==> src/rtl/int_sched_pkg.sv <==
`default_nettype none
// ============================================================================
//  Module      : int_sched_pkg
//  Description : Shared constants for the interrupt scheduler: Wishbone
//                register addresses, CTRL bit positions, FSM encoding and a
//                one-hot decode helper.
//  Revision    : 1.0 - initial release
// ============================================================================
package int_sched_pkg;

    // Wishbone register addresses
    localparam logic [2:0] ADR_CTRL   = 3'd0;
    localparam logic [2:0] ADR_MASK   = 3'd1;
    localparam logic [2:0] ADR_PEND   = 3'd2;
    localparam logic [2:0] ADR_INSV   = 3'd3;
    localparam logic [2:0] ADR_HOLD   = 3'd4;
    localparam logic [2:0] ADR_SWTRIG = 3'd5;
    localparam logic [2:0] ADR_STAT   = 3'd6;

    // CTRL register bit positions
    localparam int CTRL_GEN  = 7;
    localparam int CTRL_ERR  = 1;
    localparam int CTRL_BUSY = 0;

    // Request FSM; two bits so the encoding drops straight into STAT[1:0]
    typedef enum logic [1:0] {
        S_IDLE = 2'd0,
        S_REQ  = 2'd1
    } state_t;

    // Decode a 3-bit source index into an 8-bit one-hot vector
    function automatic logic [7:0] onehot8(input logic [2:0] idx);
        return 8'b0000_0001 << idx;
    endfunction

endpackage
`default_nettype wire

==> src/rtl/int_sched_prio_enc8.sv <==
`default_nettype none
// ============================================================================
//  Module      : prio_enc8
//  Description : 8-bit priority encoder returning the highest set bit index,
//                with a valid flag when any bit is set.
//  Revision    : 1.0 - initial release
// ============================================================================
module prio_enc8 (
    input  logic [7:0] i_vec,
    output logic [2:0] o_idx,
    output logic       o_valid
);

    // Ascending scan: the last set bit seen is the highest one
    always_comb begin
        o_idx   = 3'd0;
        o_valid = 1'b0;
        for (int i = 0; i < 8; i++) begin
            if (i_vec[i]) begin
                o_idx   = 3'(i);
                o_valid = 1'b1;
            end
        end
    end

endmodule
`default_nettype wire

==> src/rtl/int_sched.sv <==
`default_nettype none
// ============================================================================
//  Module      : int_sched
//  Description : Edge-triggered interrupt scheduler with request/ack/return
//                handshake, in-service tracking, post-return holdoff and an
//                8-bit Wishbone configuration port.
//                Build option INT_SCHED_NEST_EN: allow preemption by a
//                higher-index source while others are in service.
//  Revision    : 1.0 - initial release
// ============================================================================
module int_sched
    import int_sched_pkg::*;
#(
    parameter int HOLD_W = 8
) (
    input  logic       clk,
    input  logic       rst,
    input  logic [7:0] IRQ_ARR,
    output logic       INT_REQ,
    output logic [2:0] INT_ID,
    input  logic       INT_ACK,
    input  logic       INT_RET,
    input  logic [2:0] WB_ADRi,
    input  logic [7:0] WB_DATi,
    output logic [7:0] WB_DATo,
    input  logic       WB_WEi,
    input  logic       WB_CYCi,
    input  logic       WB_STBi,
    output logic       WB_ACKo
);

    logic [7:0]        r_irq_q;
    logic [7:0]        r_pend;
    logic [7:0]        r_mask;
    logic [7:0]        r_insv;
    logic [HOLD_W-1:0] r_hold;
    logic [HOLD_W-1:0] r_cnt;
    logic              r_gen;
    logic              r_err;
    state_t            r_state;
    logic              r_int_req;
    logic [2:0]        r_int_id;

    logic       w_wr, w_wr_ctrl, w_wr_mask, w_wr_pend, w_wr_hold, w_wr_swtrig;
    logic [7:0] w_cand;
    logic [2:0] w_win_idx, w_top_idx;
    logic       w_win_vld, w_top_vld;
    logic       w_elig, w_go, w_ack_ok, w_ack_bad, w_withdraw;
    logic       w_ret_ok, w_ret_bad, w_cnt_act;
    logic [7:0] w_pend_set, w_pend_clr, w_insv_set, w_insv_clr;
    logic [7:0] w_hold_rd;
    logic [7:0] w_rdata;

    // Bus decode
    assign w_wr        = WB_CYCi & WB_STBi & WB_WEi;
    assign w_wr_ctrl   = w_wr && (WB_ADRi == ADR_CTRL);
    assign w_wr_mask   = w_wr && (WB_ADRi == ADR_MASK);
    assign w_wr_pend   = w_wr && (WB_ADRi == ADR_PEND);
    assign w_wr_hold   = w_wr && (WB_ADRi == ADR_HOLD);
    assign w_wr_swtrig = w_wr && (WB_ADRi == ADR_SWTRIG);

    assign w_cand = r_pend & r_mask;

    prio_enc8 u_win (.i_vec(w_cand), .o_idx(w_win_idx), .o_valid(w_win_vld));
    prio_enc8 u_top (.i_vec(r_insv), .o_idx(w_top_idx), .o_valid(w_top_vld));

`ifdef INT_SCHED_NEST_EN
    assign w_elig = !w_top_vld || (w_win_idx > w_top_idx);
`else
    assign w_elig = !w_top_vld;
`endif

    assign w_cnt_act  = (r_cnt != '0);
    assign w_go       = (r_state == S_IDLE) && r_gen && w_win_vld && !w_cnt_act && w_elig;
    assign w_ack_ok   = (r_state == S_REQ) && INT_ACK;
    assign w_ack_bad  = (r_state != S_REQ) && INT_ACK;
    // ACK takes precedence over a withdrawal in the same cycle
    assign w_withdraw = (r_state == S_REQ) && !INT_ACK && (!r_gen || !w_cand[r_int_id]);
    assign w_ret_ok   = INT_RET && w_top_vld;
    assign w_ret_bad  = INT_RET && !w_top_vld;

    assign w_pend_set = (IRQ_ARR & ~r_irq_q) | (w_wr_swtrig ? WB_DATi : 8'h00);
    assign w_pend_clr = (w_wr_pend ? WB_DATi : 8'h00) | (w_ack_ok ? onehot8(r_int_id) : 8'h00);
    assign w_insv_set = w_ack_ok ? onehot8(r_int_id) : 8'h00;
    assign w_insv_clr = w_ret_ok ? onehot8(w_top_idx) : 8'h00;

    // Request FSM; INT_ID is frozen for the whole REQ residency
    always_ff @(posedge clk) begin
        if (rst) begin
            r_state   <= S_IDLE;
            r_int_req <= 1'b0;
            r_int_id  <= 3'd0;
        end else begin
            case (r_state)
                S_IDLE: begin
                    if (w_go) begin
                        r_state   <= S_REQ;
                        r_int_req <= 1'b1;
                        r_int_id  <= w_win_idx;
                    end
                end
                S_REQ: begin
                    if (INT_ACK || w_withdraw) begin
                        r_state   <= S_IDLE;
                        r_int_req <= 1'b0;
                    end
                end
                default: begin
                    r_state   <= S_IDLE;
                    r_int_req <= 1'b0;
                end
            endcase
        end
    end

    // Edge capture, pending (set beats clear) and in-service bookkeeping
    always_ff @(posedge clk) begin
        if (rst) begin
            r_irq_q <= 8'h00;
            r_pend  <= 8'h00;
            r_insv  <= 8'h00;
        end else begin
            r_irq_q <= IRQ_ARR;
            r_pend  <= (r_pend & ~w_pend_clr) | w_pend_set;
            r_insv  <= (r_insv & ~w_insv_clr) | w_insv_set;
        end
    end

    // Software-visible configuration and the sticky error flag
    always_ff @(posedge clk) begin
        if (rst) begin
            r_gen  <= 1'b0;
            r_err  <= 1'b0;
            r_mask <= 8'h00;
            r_hold <= '0;
        end else begin
            if (w_wr_ctrl) r_gen  <= WB_DATi[CTRL_GEN];
            if (w_wr_mask) r_mask <= WB_DATi;
            if (w_wr_hold) r_hold <= WB_DATi[HOLD_W-1:0];
            if (w_ret_bad || w_ack_bad)
                r_err <= 1'b1;
            else if (w_wr_ctrl && WB_DATi[CTRL_ERR])
                r_err <= 1'b0;
        end
    end

    // Holdoff counter: reloaded on a valid return, saturates at zero
    always_ff @(posedge clk) begin
        if (rst)
            r_cnt <= '0;
        else if (w_ret_ok)
            r_cnt <= r_hold;
        else if (w_cnt_act)
            r_cnt <= r_cnt - HOLD_W'(1);
    end

    assign w_hold_rd = 8'(r_hold);

    // Combinational read mux
    always_comb begin
        w_rdata = 8'h00;
        case (WB_ADRi)
            ADR_CTRL: w_rdata = {r_gen, 5'b00000, r_err, r_int_req};
            ADR_MASK: w_rdata = r_mask;
            ADR_PEND: w_rdata = r_pend;
            ADR_INSV: w_rdata = r_insv;
            ADR_HOLD: w_rdata = w_hold_rd;
            ADR_STAT: w_rdata = {1'b0, r_int_id, w_cnt_act, 1'b0, r_state};
            default:  w_rdata = 8'h00;
        endcase
    end

    assign WB_DATo = w_rdata;
    assign WB_ACKo = 1'b1;
    assign INT_REQ = r_int_req;
    assign INT_ID  = r_int_id;

endmodule
`default_nettype wire

==> config.mk <==
export PLATFORM = sky130hd
export DESIGN_NAME = int_sched
export DESIGN_NICKNAME = d
export VERILOG_FILES = /design/src/rtl/int_sched_pkg.sv /design/src/rtl/int_sched_prio_enc8.sv /design/src/rtl/int_sched.sv
export SDC_FILE = /design/constraint.sdc
export NUM_CORES = 1
export LEC_CHECK = 0
export ABC_AREA = 0
export CAP_MARGIN = 10
export CORE_ASPECT_RATIO = 0.8
export CORE_UTILIZATION = 51
export CTS_BUF_LIST = sky130_fd_sc_hd__clkbuf_8
export DETAILED_ROUTE_END_ITERATION = 6
export PLACE_DENSITY = 0.89
export SYNTH_ARGS = -nofsm -noshare
export SYNTH_HDL_FRONTEND = slang
export SYNTH_SLANG_ARGS = --single-unit
==> constraint.sdc <==
create_clock -name clk -period 1.95 [get_ports clk]
set_input_delay 0.39 -clock clk [delete_from_list [all_inputs] [get_ports clk]]
set_output_delay 0.39 -clock clk [all_outputs]
set_load 0.05 [all_outputs]
== Word level (Yosys, flattened, before mapping) ==
Index checks and enable logic that the tools add are counted.
Widths: inputs -> output; s select.
Storage, ports and cells
  logic and storage cells: 116
  input bits: 26
  output and inout bits: 13
  register bits: 56
Operators by class
  muxes and demuxes: 47
  bitwise logic cells: 13
  reduce and logical (&&, ||, !) cells: 31
  add/subtract/negate cells: 1
  equality and inequality tests: 10
  shift operators: 2
  $lt $le $gt $ge: 1
Operators with widths (number)
  $mux 8: 6
  $pmux 8 s6: 1
  $and 8x8->8: 4
  $or 8x8->8: 4
  $mux 3: 8
  $not 8->8: 3
  $mux 1: 23
  $logic_and 1x1->1: 16
  $shl 1x3->8 const A: 2
  $mux 2: 6
  $eq 3x3->1 const B: 3
  $reduce_bool 8->1: 1
  $sub 8x1->8 const B: 1
  $eq 3x2->1 const B: 2
  $logic_not 1->1: 5
  $lt 3x4->1 const B: 1
  $ne 2x1->1 const B: 2
  $pmux 2 s2: 1
  $reduce_and 2->1: 2
  $reduce_bool 2->1: 2
  $bmux 1 s3: 1
  $eq 3x1->1 const B: 1
  $logic_not 3->1: 1
  $logic_or 1x1->1: 3
  5 further kinds: 6

== Logic depth before layout (Yosys ltp) ==
Gate-level depths: netlist (run 1).
  depth after elaboration: 14
  gate-level depth with buffers: 7
  gate-level depth less buffers: 7

== Modules after synthesis ==
Synthesis (run 1) repeated with hierarchy kept, for this count alone.
Unflattened totals
  cell total of the unflattened synthesis: 339
  area total of the unflattened synthesis: 2842.7 um^2
Modules (own cells, without submodules)
  int_sched: instances 1, cells an instance 315, area each 2727.6 um^2, seq. area each 1081.0 um^2
  prio_enc8: instances 2, cells an instance 12, area each 57.6 um^2, seq. area each 0.0 um^2

== Least setup slack after synthesis (run 1) ==
OpenSTA, ideal clock, no wires.
  path type: in2out
  start: input port WB_ADRi[0]
  end: output port WB_DATo[6]
  path buffers: 2
  stages on the path: 5
  data required time: 1.560 ns
  arrival time: 2.320 ns
  path slack: -0.760 ns
  cell sequence: clkbuf_1 clkbuf_1 nor2b_1 a22oi_1 o21ai_0
On the way
  word-level cells in the longest chain between the ends: 2
  elaborated cells on any way between the ends: 7
  classes of those cells: 5 x eq/ne; 1 x mux; 1 x reduce/logical
Ends and longest elaborated chain
  start, declared: line int_sched.sv:23  | input logic [2:0] WB_ADRi,
  $eq 3x3->1 (tied with other cells): line int_sched.sv:162  | case (WB_ADRi)
  $pmux 8 s6 (*): line int_sched.sv:162
  end, declared: line int_sched.sv:25  | output logic [7:0] WB_DATo,
Mark *: on every way between the ends. The rest lies on a longest branch, timed or not.

== Worst setup path after layout (run 1) ==
  start: register r_cnt[1]
  end: output port WB_DATo[3]
On the way
  word-level cells in the longest chain between the ends: 2
Ends and longest elaborated chain
  start, declared: line int_sched.sv:37  | logic [HOLD_W-1:0] r_cnt;
  start signal, assigned: line int_sched.sv:152  | r_cnt <= r_hold;
  start signal, assigned: line int_sched.sv:154  | r_cnt <= r_cnt - HOLD_W'(1);
  $reduce_bool 8->1: line int_sched.sv:73  | assign w_cnt_act = (r_cnt != '0);
  $pmux 8 s6: line int_sched.sv:162
Every way passes these cells.

==> results.yml, run 1 <==
run_status:
  status: "complete, but fails checks"
  failed_checks: "negative setup slack"
floorplan:
  start_util_pct: 54.6
  ios: 39
  core_sq_um: 5180
  die_h_microns: 68.6
  design.die.area_sq_um: 5850
  die_w_microns: 85.3
  rows: 23
hold_path:
  whs_path_depth: 2
  hold_class: "register to register"
  min_from: "r_gen"
  hold_end: "INT_REQ"
global_routing:
  grt_max_degree: 33
  grt_overflow: 0
  antenna_found_initial: 0
  grt_pass1_vias: 3072
  grtUsageTotal_pct: 36.4
  grt_pass1_wl_microns: 15900
finish:
  fin_cells: 491
  num_antenna_cells: 0
  fill_cells: 316
  multiInputGateArea_sq_um: 1870
  register_area_sq_um: 1080
  drive_gt1_share_pct: 31.7
  nNetsFinal: 456
  area_delta_synth_final_pct: 45.8
timing:
  maxClockFrequency_ghz: 0.419
  setup_viol: 9
  hold-worst-slack_ns: 0.537
  period_share_pct: 122
  hold_viol_final: 0
  clock_skew_ns: 0.0162
  period_minus_slack_ns: 2.39
  drv_slew: 0
  slew_headroom_pct: 50.4
  rsz0062_at_grt: "yes"
  layout_setup_ws_ns: -0.439
  worst_pin_slew_ns: 0.741
power:
  max-vdd-ir-drop_mv: 1.03
  p_leak_nw: 1.63
  powerDensity_nw_per_um2: 838
critical_path:
  reg2reg_depth: 8
  path_cells: "inv_1 -> ha_1 -> nor4b_4 -> a211o_2 -> a31oi_4 -> buf_12"
  crit_slowest_cell: "dfxtp_1"
  r2r_slack_ns: -0.37
  crit_path_max_fanout: 4
  cp-start-kind: "register"
  crit_required_ns: 1.56
  rr_endpoint: "r_cnt[7]"
  critical_path_class: "register to output pin"
  arrival_ns: 2.00
  r2r_start: "r_cnt[5]"
  critPathMaxStageDelay_ns: 0.41
  end_kind: "output pin"
routing:
  met2_length_microns: 4610
  drt-met1-wl_microns: 4080
  dr_wl_met3_microns: 1080
  drt_iter0_markers: 562
  drc: 0
  wl_per_cell_microns: 21.0
  ant_nets: 0
  vias: 3179
  first_pass_iters: 7
  routed_wl_microns: 10300
  vias_per_cell: 6.47
  highest_layer: "met4"
synthesis:
  synthMuxAreaShare_pct: 10.9
  synth-edff-count: 0
  ys_seq_elements: 54
  postSynth.asyncResetShare_pct: 0
  ys_seq_area_share_pct: 38.2
  synth_cell_types: 49
  synth_area_sq_um: 2830
  syn_inst: 337
  ys_warn_count: 0
  synth-compound-area-share_pct: 19.2
  ys.flop_type: "dfxtp_1"
  yosys.area_share.simple_pct: 26.0
  synthAdderAreaFrac_pct: 0.884
  syn_avg_cell_area_sq_um: 8.40
  synthXorXnorAreaFrac_pct: 1.24
  synth_nets: 365
  synth_top_family_by_area: "simple AND/OR/NAND/NOR gates"
clocking:
  clock_latency_ns: 0.32
  clockRootBuffer: "clkbuf_8"
  h-tree-depth: 2
  clock-sinks: 54
  cts.clk_slew.worst_paths_ns: 0.11
  clock_path_buffers: 2
  ctsHoldBuffers: 0
  cts_inserted_buffers: 5
  cts_tree: "built"
placed_design:
  numPlacedInstances: 469
  place_congestion: 0.935
  place_hpwl_microns: 6930
  io_buffer_count: 37
job:
  cap_violations: 0
metal layers:
metal  vias up  global-route usage [%]
met2       247                    61.6
met1      1462                    45.8
met3        78                    5.95
met4         0                    19.2
met5         -                       0
li1       1392                       -
cells in the mapped netlist, types with 4 or more instances:
cell	count	area, sq um
inv_1	8	30.0
o21ai_0	6	30.0
a22oi_1	10	75.1
clkbuf_1	13	48.8
nand3_1	23	115
dfxtp_1	54	1080
o211ai_1	4	30.0
nor2_1	42	158
nor2b_1	23	144
mux2_2	6	67.6
o22ai_1	7	43.8
a21oi_1	31	155
nand2_1	32	120
nand4_1	5	31.3
mux2i_1	24	240
nor3_1	4	20.0
flip-flops by register name (all words and copies together) (netlist names):
signal and cells:
INT_ID 3, INT_REQ 1, r_cnt 8, r_err 1, r_gen 1, r_hold 8, r_insv 8, r_irq_q 8
r_mask 8, r_pend 8
power breakdown:
group | total (W) | internal, W | switching (W)
clock network | 0.000822 | 0.000423 | 0.000399
logic | 0.00136 | 0.000711 | 0.000647
registers | 0.00128 | 0.00119 | 0.0000874
total | 0.00346 | 0.00232 | 0.00113
kinds of logic after synthesis:
kind of cell	count (synthesis)
other	1
AND/OR/NAND/NOR	143
adder cells (fa/ha/maj)	2
flip-flops	54
XOR/XNOR	4
buffers and inverters	25
AO/OA/AOI/OAI	78
multiplexers	30
stage by stage:
step                      util (%)  setup TNS [ns]  total power, W  area, sq um  setup WS [ns]
after CTS                     78.3           -1.01         0.00319         4060         -0.402
final                         79.6           -1.58         0.00346         4130         -0.439
after detailed placement      72.1           -6.00         0.00223         3730         -0.374
after global placement        72.1           -4.84         0.00219         3730         -0.336
after floorplan                  -         -0.0405         0.00187         2960        -0.0405
after global routing          79.6           -2.01         0.00356         4130         -0.477
final cells by class:
class | instances | share of cell area (%)
timing repair buffer | 101 | 22.8
tap | 62 | 1.88
clock buffer | 6 | 2.00
inverter | 8 | 0.728
multi-input combinational | 258 | 45.3
sequential | 54 | 26.3
clock inverter | 2 | 0.940
worst max-delay path, delay by kind of cell (launching register included):
kind / cells / cell delay (ns)
AO/OA/AOI/OAI: 2 / 0.55
adder cells (fa/ha/maj): 1 / 0.28
buffers and inverters: 2 / 0.27
flip-flops: 1 / 0.41
AND/OR/NAND/NOR: 1 / 0.17
cells in the final DEF, fill, tap and decap left out, types with 8 or more instances in the layout:
master	synthesis	routed
dfxtp_1	54	52
buf_4	1	58
inv_1	8	8
nor2_1	42	42
mux2i_1	24	24
clkdlybuf4s50_1	0	21
nor2b_1	23	19
nand2_1	32	31
a21oi_1	31	29
buf_6	0	9
buf_12	0	8
nand3_1	23	21
repair_timing:
action	in CTS	in global routing
setup endpoints to repair	12	17
gates cloned	1	0
pin swaps	11	10
buffers inserted	9	8
gates resized for setup	36	16
how the worst max path moves through the flow:
stage,cells past startpoint,to,start
after floorplan,4,WB_DATo[3],r_cnt[5]
after global routing,6,WB_DATo[3],r_cnt[1]
after global placement,6,WB_DATo[0],WB_ADRi[0]
after CTS,5,WB_DATo[3],r_cnt[5]
final,6,WB_DATo[3],r_cnt[1]
after detailed placement,6,WB_DATo[7],WB_ADRi[0]
(Power assumes the default switching activity.)
==> run 2, diff against run 1 <==
Settings changed: ABC_AREA 0 to 1.
==> results.yml, run 2 <==
floorplan:
  core_sq_um: 5120
  rows: 23
  die_h_microns: 68.1
  design.die.area_sq_um: 5760
  die_w_microns: 84.6
  start_util_pct: 54.4
  ios: 39
synthesis:
  synth-edff-count: 0
  synth_cell_types: 32
  ys_warn_count: 0
  post-synth-top-area-cell: "dfxtp_1"
  ys.flop_type: "dfxtp_1"
  synth_nets: 436
  postSynth.asyncResetShare_pct: 0
  synth_commonest_cells: "nand2_1, nor2_1, dfxtp_1"
  synth_area_leaders: "dfxtp_1, nand2_1, nor2_1"
  syn_inst: 408
  synth_most_common_cell: "nand2_1"
  synth_top_area_share_pct: 38.8
  ys_seq_elements: 54
  ys_seq_area_share_pct: 38.8
  synth_area_sq_um: 2790
  syn_avg_cell_area_sq_um: 6.83
job:
  cap_violations: 0
timing:
  period_minus_slack_ns: 1.96
  drv_slew: 0
  layout_setup_ws_ns: -0.0131
  clock_skew_ns: 0.00819
  maxClockFrequency_ghz: 0.509
  worst_pin_slew_ns: 0.614
  period_share_pct: 101
  slew_headroom_pct: 59.0
  setup_viol: 3
  hold_viol_final: 0
routing:
  drt_iter0_markers: 348
  wl_per_cell_microns: 16.3
  drc: 0
  vias_per_cell: 5.82
  vias: 3052
  ant_nets: 0
  first_pass_iters: 7
  routed_wl_microns: 8540
finish:
  stdcell_area_sq_um: 3660
  utilization_pct: 71.4
  drive_gt1_share_pct: 18.6
  area_delta_synth_final_pct: 31.2
  register_area_sq_um: 1080
  final_common_cell: "nand2_1"
  num_antenna_cells: 0
  fill_cells: 397
  multiInputGateArea_sq_um: 1630
  layout_common_cells: "nand2_1, nor2_1, dfxtp_1, inv_1, a21oi_1"
  nNetsFinal: 489
clocking:
  h-tree-depth: 2
  clock_latency_ns: 0.32
  cts_inserted_buffers: 5
  cts_tree: "built"
  cts.clk_slew.worst_paths_ns: 0.11
  ctsHoldBuffers: 0
  clockRootBuffer: "clkbuf_8"
  clock-sinks: 54
  clock_path_buffers: 2
hold_path:
  hold_class: "register to register"
critical_path:
  critical_path.top_delay_family: "buffers and inverters"
  end_kind: "output pin"
  crit_path_max_fanout: 6
  path_cells: "clkdlybuf4s15_2 -> nand3_1 -> buf_4 -> o2111ai_2 -> buf_12"
  arrival_ns: 1.57
  crit_slowest_cell: "clkdlybuf4s15_2"
  critical_path_class: "input port to output pin"
  cp-start-kind: "input port"
  critPathMaxStageDelay_ns: 0.35
  critPathBufInv: 3
  crit_required_ns: 1.56
global_routing:
  grtUsageTotal_pct: 30.8
  grt_pass1_wl_microns: 13500
  grt_max_degree: 33
  grt_pass1_vias: 2889
  antenna_found_initial: 0
  grt_overflow: 0
power:
  max-vdd-ir-drop_mv: 0.551
  p_leak_nw: 1.55
  powerDensity_nw_per_um2: 835
placed_design:
  place_hpwl_microns: 6240
  place_congestion: 1.05
  dpl_cell_area_sq_um: 3420
  io_buffer_count: 37
  post-place-ws_ns: -0.372
run_status:
  failed_checks: "negative setup slack"
  status: "complete, but fails checks"
-- run 2: cell count changes in the layout (fill, tap and decap cells not counted), sizes merged, moves of 19 or more --
cell	change
nand2	+73
buf	-49
nor2	+37
inv	+35
mux2i	-24
nor2b	-23
o21ai	+19
-- run 2: path summary, 6_finish.rpt --
path | from | to | slack (ns) | depth (start not counted)
max | WB_ADRi[1] | WB_DATo[4] | -0.01 | 5
min | r_insv[2] | r_insv[2] | 0.51 | 2
max reg2reg | r_cnt[0] | INT_ID[0] | 0.30 | 11
min reg2reg | r_insv[2] | r_insv[2] | 0.51 | 2
-- run 2: what timing repair did --
item | in CTS | in global routing
pin swaps | 8 | 4
resized for setup | 24 | 9
buffers inserted | 1 | 1
hold endpoints to repair | 0 | 0
endpoints found under the setup margin | 8 | 7
-- run 2: through the flow --
stage               hold WS [ns]  TNS, ns  std cells  power (W)
floorplan                  0.453        0        408    0.00191
global placement           0.483    -2.38        514    0.00211
detailed placement         0.493    -2.82        514    0.00216
CTS                        0.510        0        523    0.00298
global route               0.537  -0.0786        524    0.00321
finish                     0.510  -0.0213        524    0.00305
-- run 2: cells by family (layout without fill, tap and decap cells) --
kind of cell,Yosys count,count (layout),share of synthesized area [%]
buf+inv,50,104,7.05
fa+ha+maj,2,2,0.898
xor+xnor,6,6,1.89
simple gates,220,220,35.7
flops,54,54,38.8
other cells,1,1,0.135
compound gates,75,75,15.5
-- run 2: layout make-up --
cell class | count | area share [%]
Tap cell | 62 | 2.12
Clock inverter | 3 | 1.30
Timing Repair Buffer | 53 | 15.9
Inverter | 43 | 4.69
Sequential cell | 54 | 29.6
Clock buffer | 5 | 1.88
Multi-Input combinational cell | 304 | 44.5
-- run 2: worst min-delay path: stages (launching register included) --
cell,delay (ns)
dfxtp_1,0.35
nand2_1,0.07
a21oi_1,0.05
-- run 2: metal layers --
| layer | wire length (microns) | vias up | GRT usage, % |
|---|---|---|---|
| li1 | - | 1432 | - |
| met1 | 3640 | 1411 | 39.1 |
| met2 | 3870 | 176 | 52.3 |
| met3 | 770 | 33 | 6.39 |
| met4 | 260 | 0 | 12.3 |
| met5 | 0 | - | 0 |
-- run 2: report_power, final --
part	switching [W]	internal, W	leakage, nW
combinational	0.000535	0.000425	1.05
clock	0.000411	0.000393	0.0591
sequential	0.0000809	0.00121	0.442
